$ cat src/rtl/aes_pkg.sv
// Shared definitions for the block serializer slice.
//   BLOCK_BYTES : bytes per block
//   block_t     : one 128-bit block, byte [0] is the first byte on the wire
//   sb_state_e  : split_block control states
package aes_pkg;
  localparam int BLOCK_BYTES = 16;

  typedef logic [BLOCK_BYTES-1:0][7:0] block_t;

  typedef enum logic {
    SB_IDLE = 1'b0,  // no active block
    SB_SEND = 1'b1   // active block being sent
  } sb_state_e;
endpackage

$ cat src/rtl/block_hold_reg.sv
// One-entry block holding register with a full flag.
//   clk_in    : clock
//   rst_in    : synchronous active-high reset, clears data and full
//   load      : capture load_data and set full
//   unload    : clear full (data is taken by the consumer in the same cycle)
//   load_data : block to capture
//   data      : held block
//   full      : entry occupied
module block_hold_reg
  import aes_pkg::*;
(
  input  logic   clk_in,
  input  logic   rst_in,
  input  logic   load,
  input  logic   unload,
  input  block_t load_data,
  output block_t data,
  output logic   full
);

  always_ff @(posedge clk_in) begin
    if (rst_in) begin
      data <= '0;
      full <= 1'b0;
    end else if (load) begin
      data <= load_data;
      full <= 1'b1;
    end else if (unload) begin
      full <= 1'b0;
    end
  end

endmodule

$ cat src/rtl/split_block.sv
// Serializes 128-bit blocks into a byte stream with valid/ready on both sides.
// One active block is being sent while a second may wait in a pending slot,
// so consecutive blocks stream without a bubble between byte 15 and byte 0.
//   clk_in         : clock
//   rst_in         : synchronous active-high reset
//   block_in       : block to serialize, byte [0] first
//   valid_in       : block_in valid
//   ready_out      : a block can be accepted (pending slot empty)
//   byte_out       : current byte, 0 when not valid
//   byte_valid_out : byte_out valid
//   byte_ready_in  : downstream accepts byte_out
//   last_out       : byte_out is byte [15] of its block
//   busy_out       : an active or pending block is held
module split_block
  import aes_pkg::*;
#(
  parameter int NUM_BYTES = BLOCK_BYTES
) (
  input  logic                      clk_in,
  input  logic                      rst_in,
  input  logic [NUM_BYTES-1:0][7:0] block_in,
  input  logic                      valid_in,
  output logic                      ready_out,
  output logic [7:0]                byte_out,
  output logic                      byte_valid_out,
  input  logic                      byte_ready_in,
  output logic                      last_out,
  output logic                      busy_out
);

  localparam int                IDX_W    = $clog2(NUM_BYTES);
  localparam logic [IDX_W-1:0]  LAST_IDX = IDX_W'(NUM_BYTES - 1);

  sb_state_e        state_q, state_d;
  block_t           act_q, act_d;
  logic [IDX_W-1:0] idx_q, idx_d;
  logic [7:0]       byte_q, byte_d;
  logic             bvalid_q, bvalid_d;
  logic             last_q, last_d;

  block_t pend_data;
  logic   pend_full, pend_load, pend_unload;

  logic accept, xfer, last_xfer, load_from_in;

  // ready is purely the inverted pending flop, never a function of this
  // cycle's inputs.
  assign ready_out      = !pend_full;
  assign byte_out       = byte_q;
  assign byte_valid_out = bvalid_q;
  assign last_out       = last_q;
  assign busy_out       = (state_q == SB_SEND) || pend_full;

  assign accept    = valid_in && ready_out;
  assign xfer      = bvalid_q && byte_ready_in;
  assign last_xfer = xfer && (idx_q == LAST_IDX);

  block_hold_reg u_pend (
    .clk_in    (clk_in),
    .rst_in    (rst_in),
    .load      (pend_load),
    .unload    (pend_unload),
    .load_data (block_t'(block_in)),
    .data      (pend_data),
    .full      (pend_full)
  );

  // State register plus the registered datapath/outputs.
  always_ff @(posedge clk_in) begin
    if (rst_in) begin
      state_q  <= SB_IDLE;
      act_q    <= '0;
      idx_q    <= '0;
      byte_q   <= '0;
      bvalid_q <= 1'b0;
      last_q   <= 1'b0;
    end else begin
      state_q  <= state_d;
      act_q    <= act_d;
      idx_q    <= idx_d;
      byte_q   <= byte_d;
      bvalid_q <= bvalid_d;
      last_q   <= last_d;
    end
  end

  // Next state. SEND is held across byte 15 whenever another block is
  // ready to follow (pending, or arriving this very cycle).
  always_comb begin
    state_d = state_q;
    case (state_q)
      SB_IDLE: if (accept) state_d = SB_SEND;
      SB_SEND: if (last_xfer && !pend_full && !accept) state_d = SB_IDLE;
      default: state_d = SB_IDLE;
    endcase
  end

  // Slot steering and next output byte. The new block bypasses the pending
  // slot when the active slot is free now or frees up at this edge.
  always_comb begin
    load_from_in = accept && ((state_q == SB_IDLE) || (last_xfer && !pend_full));
    pend_load    = accept && !load_from_in;
    pend_unload  = last_xfer && pend_full;

    act_d = act_q;
    if (load_from_in)     act_d = block_t'(block_in);
    else if (pend_unload) act_d = pend_data;

    // Index wraps 15 -> 0 on the last transfer, landing on byte [0] of
    // whichever block follows.
    idx_d = xfer ? idx_q + 1'b1 : idx_q;

    // Outputs are precomputed from next-cycle state so they are registered
    // and naturally hold during a stall (nothing above changes).
    if (state_d == SB_SEND) begin
      byte_d   = act_d[idx_d];
      bvalid_d = 1'b1;
      last_d   = (idx_d == LAST_IDX);
    end else begin
      byte_d   = 8'h00;
      bvalid_d = 1'b0;
      last_d   = 1'b0;
    end
  end

endmodule
$ cat config.mk
export PLATFORM = sky130hd
export DESIGN_NAME = split_block
export DESIGN_NICKNAME = d
export VERILOG_FILES = /design/src/rtl/aes_pkg.sv /design/src/rtl/block_hold_reg.sv /design/src/rtl/split_block.sv
export SDC_FILE = /design/constraint.sdc
export NUM_CORES = 1
export LEC_CHECK = 0
export ABC_AREA = 1
export CAP_MARGIN = 20
export CORE_MARGIN = 2
export CORE_UTILIZATION = 59
export CTS_BUF_LIST = sky130_fd_sc_hd__clkbuf_4 sky130_fd_sc_hd__clkbuf_8
export DETAILED_ROUTE_END_ITERATION = 12
export PLACE_DENSITY = 0.93
export SLEW_MARGIN = 10
export SYNTH_ARGS = -nofsm -noshare
export SYNTH_HDL_FRONTEND = slang
export SYNTH_HIERARCHICAL = 1
export SYNTH_SLANG_ARGS = --single-unit
$ cat constraint.sdc
create_clock -name clk_in -period 3.15 [get_ports clk_in]
set_clock_uncertainty 0.2 [all_clocks]
set_input_delay 0.4725 -clock clk_in [delete_from_list [all_inputs] [get_ports clk_in]]
set_output_delay 0.4725 -clock clk_in [all_outputs]
set_load 0.05 [all_outputs]
==> metrics, run 1 <==
Sink Count=271; final net count=2335; DRT Wirelength=46.0 mm; TritonCTS clock tree=done; Req. time, crit path=3.42 ns; starting density of the core=59.8%; Pint=6.20 mW; outcome=finished, final reports clean; Comb pwr share=18.1%; Area contributors post-synth=dfxtp_1, nand2_1, nor2_1; first-pass GRT wire length=72.1 mm; I/O Pins=144; TritonRoute pass-1 iters=7; fin cells=2521; Post-synth EDFFs=0; CP arrival=3.02 ns; total global routing overflow=0; H-tree depth=2; Core Util, Final=72.6%; pin count of the biggest net entering global routing=93; initial antenna violation count=0; Max Freq=363 MHz; worst path cell trace=nand2_2, nor2_4, nand3_1, nand2_4, buf_12, buf_4, nand3b_1, nand2_1, nor2_1, nor2_1, nand2_1, nand3_1, a21oi_1; most frequent cells after synthesis=nand2_1, nor2_1, dfxtp_1, nand3_1, inv_1; DRC viols=0; area grow syn2layout=21.4%; via density per instance=6.01; critical path's largest stage delay=0.45 ns; Max-Cap Viols=0; Synth top area share=40.3%; Total GRT Usage=37.1%; Avg Inst Size Synth=6.44 um^2; HP Class=input pin to register; Cells after Synth=2088; dpl cell area=0.0153 mm^2; Final Slew Violations=0; CP max FO=21; Clk pin slew, worst setup/hold paths=0.06 ns; vias=15100; Final Critical Period=2.75 ns; Clk pwr share=38.6%; register area share after synthesis=40.3%; Clock Tree Root=clkbuf_8; Unique masters post-synth=27; synthesized area=0.0135 mm^2; Net Count, Synth=2221; post-route ant nets=0; clk_lat worst skew=0.58 ns; Die Y-Extent=155 um; Final Cell Area=0.0163 mm^2; number of buffers created by CTS=45; Hold Slack=0.279 ns; relative slew slack=41.9%; Synth async-reset ratio=0%; Slew @ Worst Pin=0.871 ns; switching part of the total=29.1%; DP Wirelength=28.3 mm; final-report setup violation count=0; fillers=1677; antenna cells=0; Seq pwr share=43.3%; final worst path period share=87.3%; prevailing post-synth register cell=dfxtp_1; core area=0.0225 mm^2; post_cts resized=0; Critical Setup Path Class=register to register; most common cell in the synthesized netlist=nand2_1; pwr dens=536 mW/mm^2; Iter 0 DRT Violations=2388; placed cells=2440; CP top delay family=simple AND/OR/NAND/NOR gates; static leakage=7.56 nW; vias in the first global route=14300; CP bufs+invs=2; nature of the critical path endpoint=register; Synthesis Warnings=6; Max clock buf depth=3; Post-CTS Setup Inserts=0; Startpoint Class=register; # hold bufs at CTS=0; Port Buf Inserts=143; critical path's slowest cell=dfxtp_1; ratio of cells with drive above 1 in the final layout=8.36%; total power=8.75 mW; Final Hold Viols=0; Seq cells post-synth=271; WL/cell=18.3 um; peak ir drop on the vdd network=0.000382 V; die area=0.0240 mm^2; Final Wtd Congestion=0.913; Core Rows=55; Net Sw Power=2.55 mW; die width=155 um; RSZ-0062 raised after global routing=false; post-synth top area cell=dfxtp_1
layout make-up:
class                           instances  area (um^2)  share of cell area, %
Inverter                              138          522                   3.19
Timing Repair Buffer                  228         2280                   14.0
Tap cell                              285          357                   2.18
Multi-Input combinational cell       1518         6760                   41.4
Clock inverter                          2         12.5                 0.0766
Sequential cell                       271         5430                   33.2
Clock buffer                           79          975                   5.97
cells by family after synthesis:
group           Yosys count  synth area share, %
compound gates          203                 7.55
buf+inv                 299                 9.66
simple gates           1312                 42.2
flops                   271                 40.3
fa+ha+maj                 1               0.0930
xor+xnor                  2                0.186
final timing paths:
check | from | cells after the start | end | slack (ns)
hold reg to reg | u_pend/data[109]$_SDFFE_PP0P_ | 2 | u_pend/data[109]$_SDFFE_PP0P_ | 0.30
setup reg to reg | state_q$_SDFF_PP0_ | 13 | byte_out[0]$_SDFF_PP0_ | 0.40
hold / removal | rst_in | 2 | act_q[80]$_SDFF_PP0_ | 0.28
setup / recovery | state_q$_SDFF_PP0_ | 13 | byte_out[0]$_SDFF_PP0_ | 0.40
metrics by stage:
step                      setup TNS, ns  worst slack (ns)
after floorplan                       0             0.615
after global placement                0            0.0145
after detailed placement        -0.0207           -0.0207
after CTS                             0             0.506
after global routing                  0             0.256
final                                 0             0.399
flip-flops by register name, indices dropped and copies added (netlist names):
signal,flops
idx_q,4
state_q,1
last_out,1
u_pend/data,128
act_q,128
u_pend/full,1
byte_out,8
power groups by stage:
| stage | sequential (mW) | clock, mW | combinational [mW] |
|---|---|---|---|
| finish | 3.79 | 3.38 | 1.58 |
| global route | 3.80 | 3.51 | 1.71 |
| CTS | 3.78 | 3.37 | 1.53 |
| detailed placement | 3.85 | 0 | 1.51 |
| global placement | 3.84 | 0 | 1.47 |
| floorplan | 3.85 | 0 | 0.897 |
metal layers:
metal	track usage, %	vias up	share of wire, %
li1	-	6930	-
met1	47.0	6842	37
met2	59.2	1138	45
met3	7.60	232	12
met4	21.0	0	6.0
met5	0	-	0
cells in the final DEF (no fill, tap or decap):
cell and count:
a21oi_1 74, buf_12 17, buf_4 69, clkbuf_4 18, clkbuf_8 61, clkdlybuf4s50_1 142, clkinv_1 1, clkinv_2 2
clkinvlp_4 1, dfxtp_1 270, dfxtp_2 1, ha_1 1, inv_1 130, inv_2 5, inv_4 1, nand2_1 542
nand2_2 2, nand2_4 3, nand3_1 225, nand3_4 1, nand3b_1 56, nand4_1 88, nor2_1 389, nor2_4 3
nor4_1 1, o21ai_0 128, o21ai_1 1, or2_2 2, xnor2_1 1, xor2_2 1
Note: power is estimated with default switching activity, not from simulation.
==> run 2: changes to the inputs <==
- clock period: 3.15 -> 2.75 ns (I/O delays scaled with it)
==> run 2 against run 1 <==
Compared with the run above: register-to-register slack got worse by 0.26 ns; sequential share of layout area fell by 0.83 points; cell area rose by 2.6%; global-route usage rose by 0.93 points; clock power rose by 16%; power rose by 16%; flip-flop and latch count did not move; die area did not move; clock-buffer cell count fell by 6; critical path depth fell by 10; hold slack got worse by 0.17 ns; critical endpoint is now busy_out; largest cell class unchanged.
==> metrics, run 2 (synthesis results as in run 1) <==
TritonRoute pass-1 iters=6; starting density of the core=59.8%; Hold Path Origin=rst_in; total global routing overflow=0; Reg2Reg Launch Point=idx_q[0]$_SDFF_PP0_; ratio of cells with drive above 1 in the final layout=10.1%; most common cell after layout, fill and taps aside=nand2_1; critical path's largest stage delay=0.70 ns; core area=0.0225 mm^2; Slew @ Worst Pin=0.742 ns; via density per instance=6.02; Final Critical Period=2.69 ns; vias=15400; final net count=2378; pre-CTS setup slack=-0.108 ns; storage element area=0.00543 mm^2; final worst setup slack=0.0561 ns; Clock Tree Root=clkbuf_8; area grow syn2layout=24.5%; clk_lat worst skew=0.58 ns; CP bufs+invs=2; antenna cells=0; post_cts resized=0; Core Rows=55; dpl cell area=0.0158 mm^2; Max Freq=371 MHz; Critical Setup Path Class=register to primary output; CP arrival=2.08 ns; Sink Count=271; Max clock buf depth=3; vias in the first global route=14500; fillers=1568; Final Wtd Congestion=0.950; Req. time, crit path=2.14 ns; relative slew slack=50.2%; pwr dens=605 mW/mm^2; nature of the critical path endpoint=primary output; number of buffers created by CTS=45; pin count of the biggest net entering global routing=85; outcome=finished, final reports clean; die width=155 um; Max-Cap Viols=0; final worst path period share=98.0%; RSZ-0062 raised after global routing=false; final-report setup violation count=0; CP top delay family=buffers and inverters; initial antenna violation count=1; fin cells=2564; Final Cell Area=0.0167 mm^2; first-pass GRT wire length=74.0 mm; placed cells=2483; post-route ant nets=0; worst path cell trace=buf_4, or2_2, clkdlybuf4s50_1; Port Buf Inserts=143; Final Hold Viols=0; Die Y-Extent=155 um; Crit. Startpoint=u_pend/full$_SDFFE_PP0P_; area of the multi-input gates=0.00676 mm^2; static leakage=7.78 nW; DP Wirelength=29.5 mm; CP max FO=8; Startpoint Class=register; DRC viols=0; Iter 0 DRT Violations=2246; Clk pin slew, worst setup/hold paths=0.06 ns; H-tree depth=2; peak ir drop on the vdd network=0.000432 V; TritonCTS clock tree=done; most frequent cells in the layout=nand2_1, nor2_1, dfxtp_1; Total GRT Usage=38.0%; Final Slew Violations=0; Post-CTS Setup Inserts=0; critical path's slowest cell=clkdlybuf4s50_1; total power=10.1 mW; Core Util, Final=74.4%; HP Class=input pin to register; die area=0.0240 mm^2; # hold bufs at CTS=0; I/O Pins=144; DRT Wirelength=46.9 mm; WL/cell=18.3 um
==> run 2: cell count changes in the layout (fill, tap and decap cells not counted) <==
cell        delta
buf_4         +35
buf_12         +8
clkbuf_8       -7
clkinv_2       +3
bufinv_16      +2
clkbuf_4       +1
clkinvlp_4     +1
==> run 2: final timing paths <==
path | depth (start not counted) | slack, ns | end
worst max-delay path | 3 | 0.06 | busy_out
worst min-delay path | 2 | 0.11 | act_q[91]$_SDFF_PP0_
worst max register to register | 13 | 0.14 | byte_out[6]$_SDFF_PP0_
worst min register to register | 2 | 0.30 | u_pend/data[103]$_SDFFE_PP0P_
==> run 2: final cells by class <==
type | instances | share of cell area [%]
clock buffer | 73 | 5.29
clock inverter | 8 | 0.568
inverter | 138 | 3.11
multi-input combinational | 1518 | 40.4
sequential | 271 | 32.4
tap | 285 | 2.13
timing repair buffer | 271 | 16.1
==> run 2: report_power, final <==
part | total, mW | switching, mW | internal [mW]
logic | 1.90 | 1.17 | 0.720
registers | 4.33 | 0.118 | 4.22
clock network | 3.91 | 1.69 | 2.22
==> run 2: routing by layer <==
metal	up-vias	GRT usage [%]	part of all wire (%)
met3	243	8.64	13
met4	0	21.2	6.2
met2	1210	61.2	45
li1	7013	-	-
met1	6961	47.3	36
met5	-	0	0
==> run 2: through the flow <==
step | hold slack, ns | TNS [ns]
2_1_floorplan | 0.230 | 0
3_3_place_gp | 0.277 | -0.395
3_5_place_dp | 0.282 | -0.576
4_1_cts | 0.110 | 0
5_1_grt | 0.137 | 0
6_report | 0.110 | 0
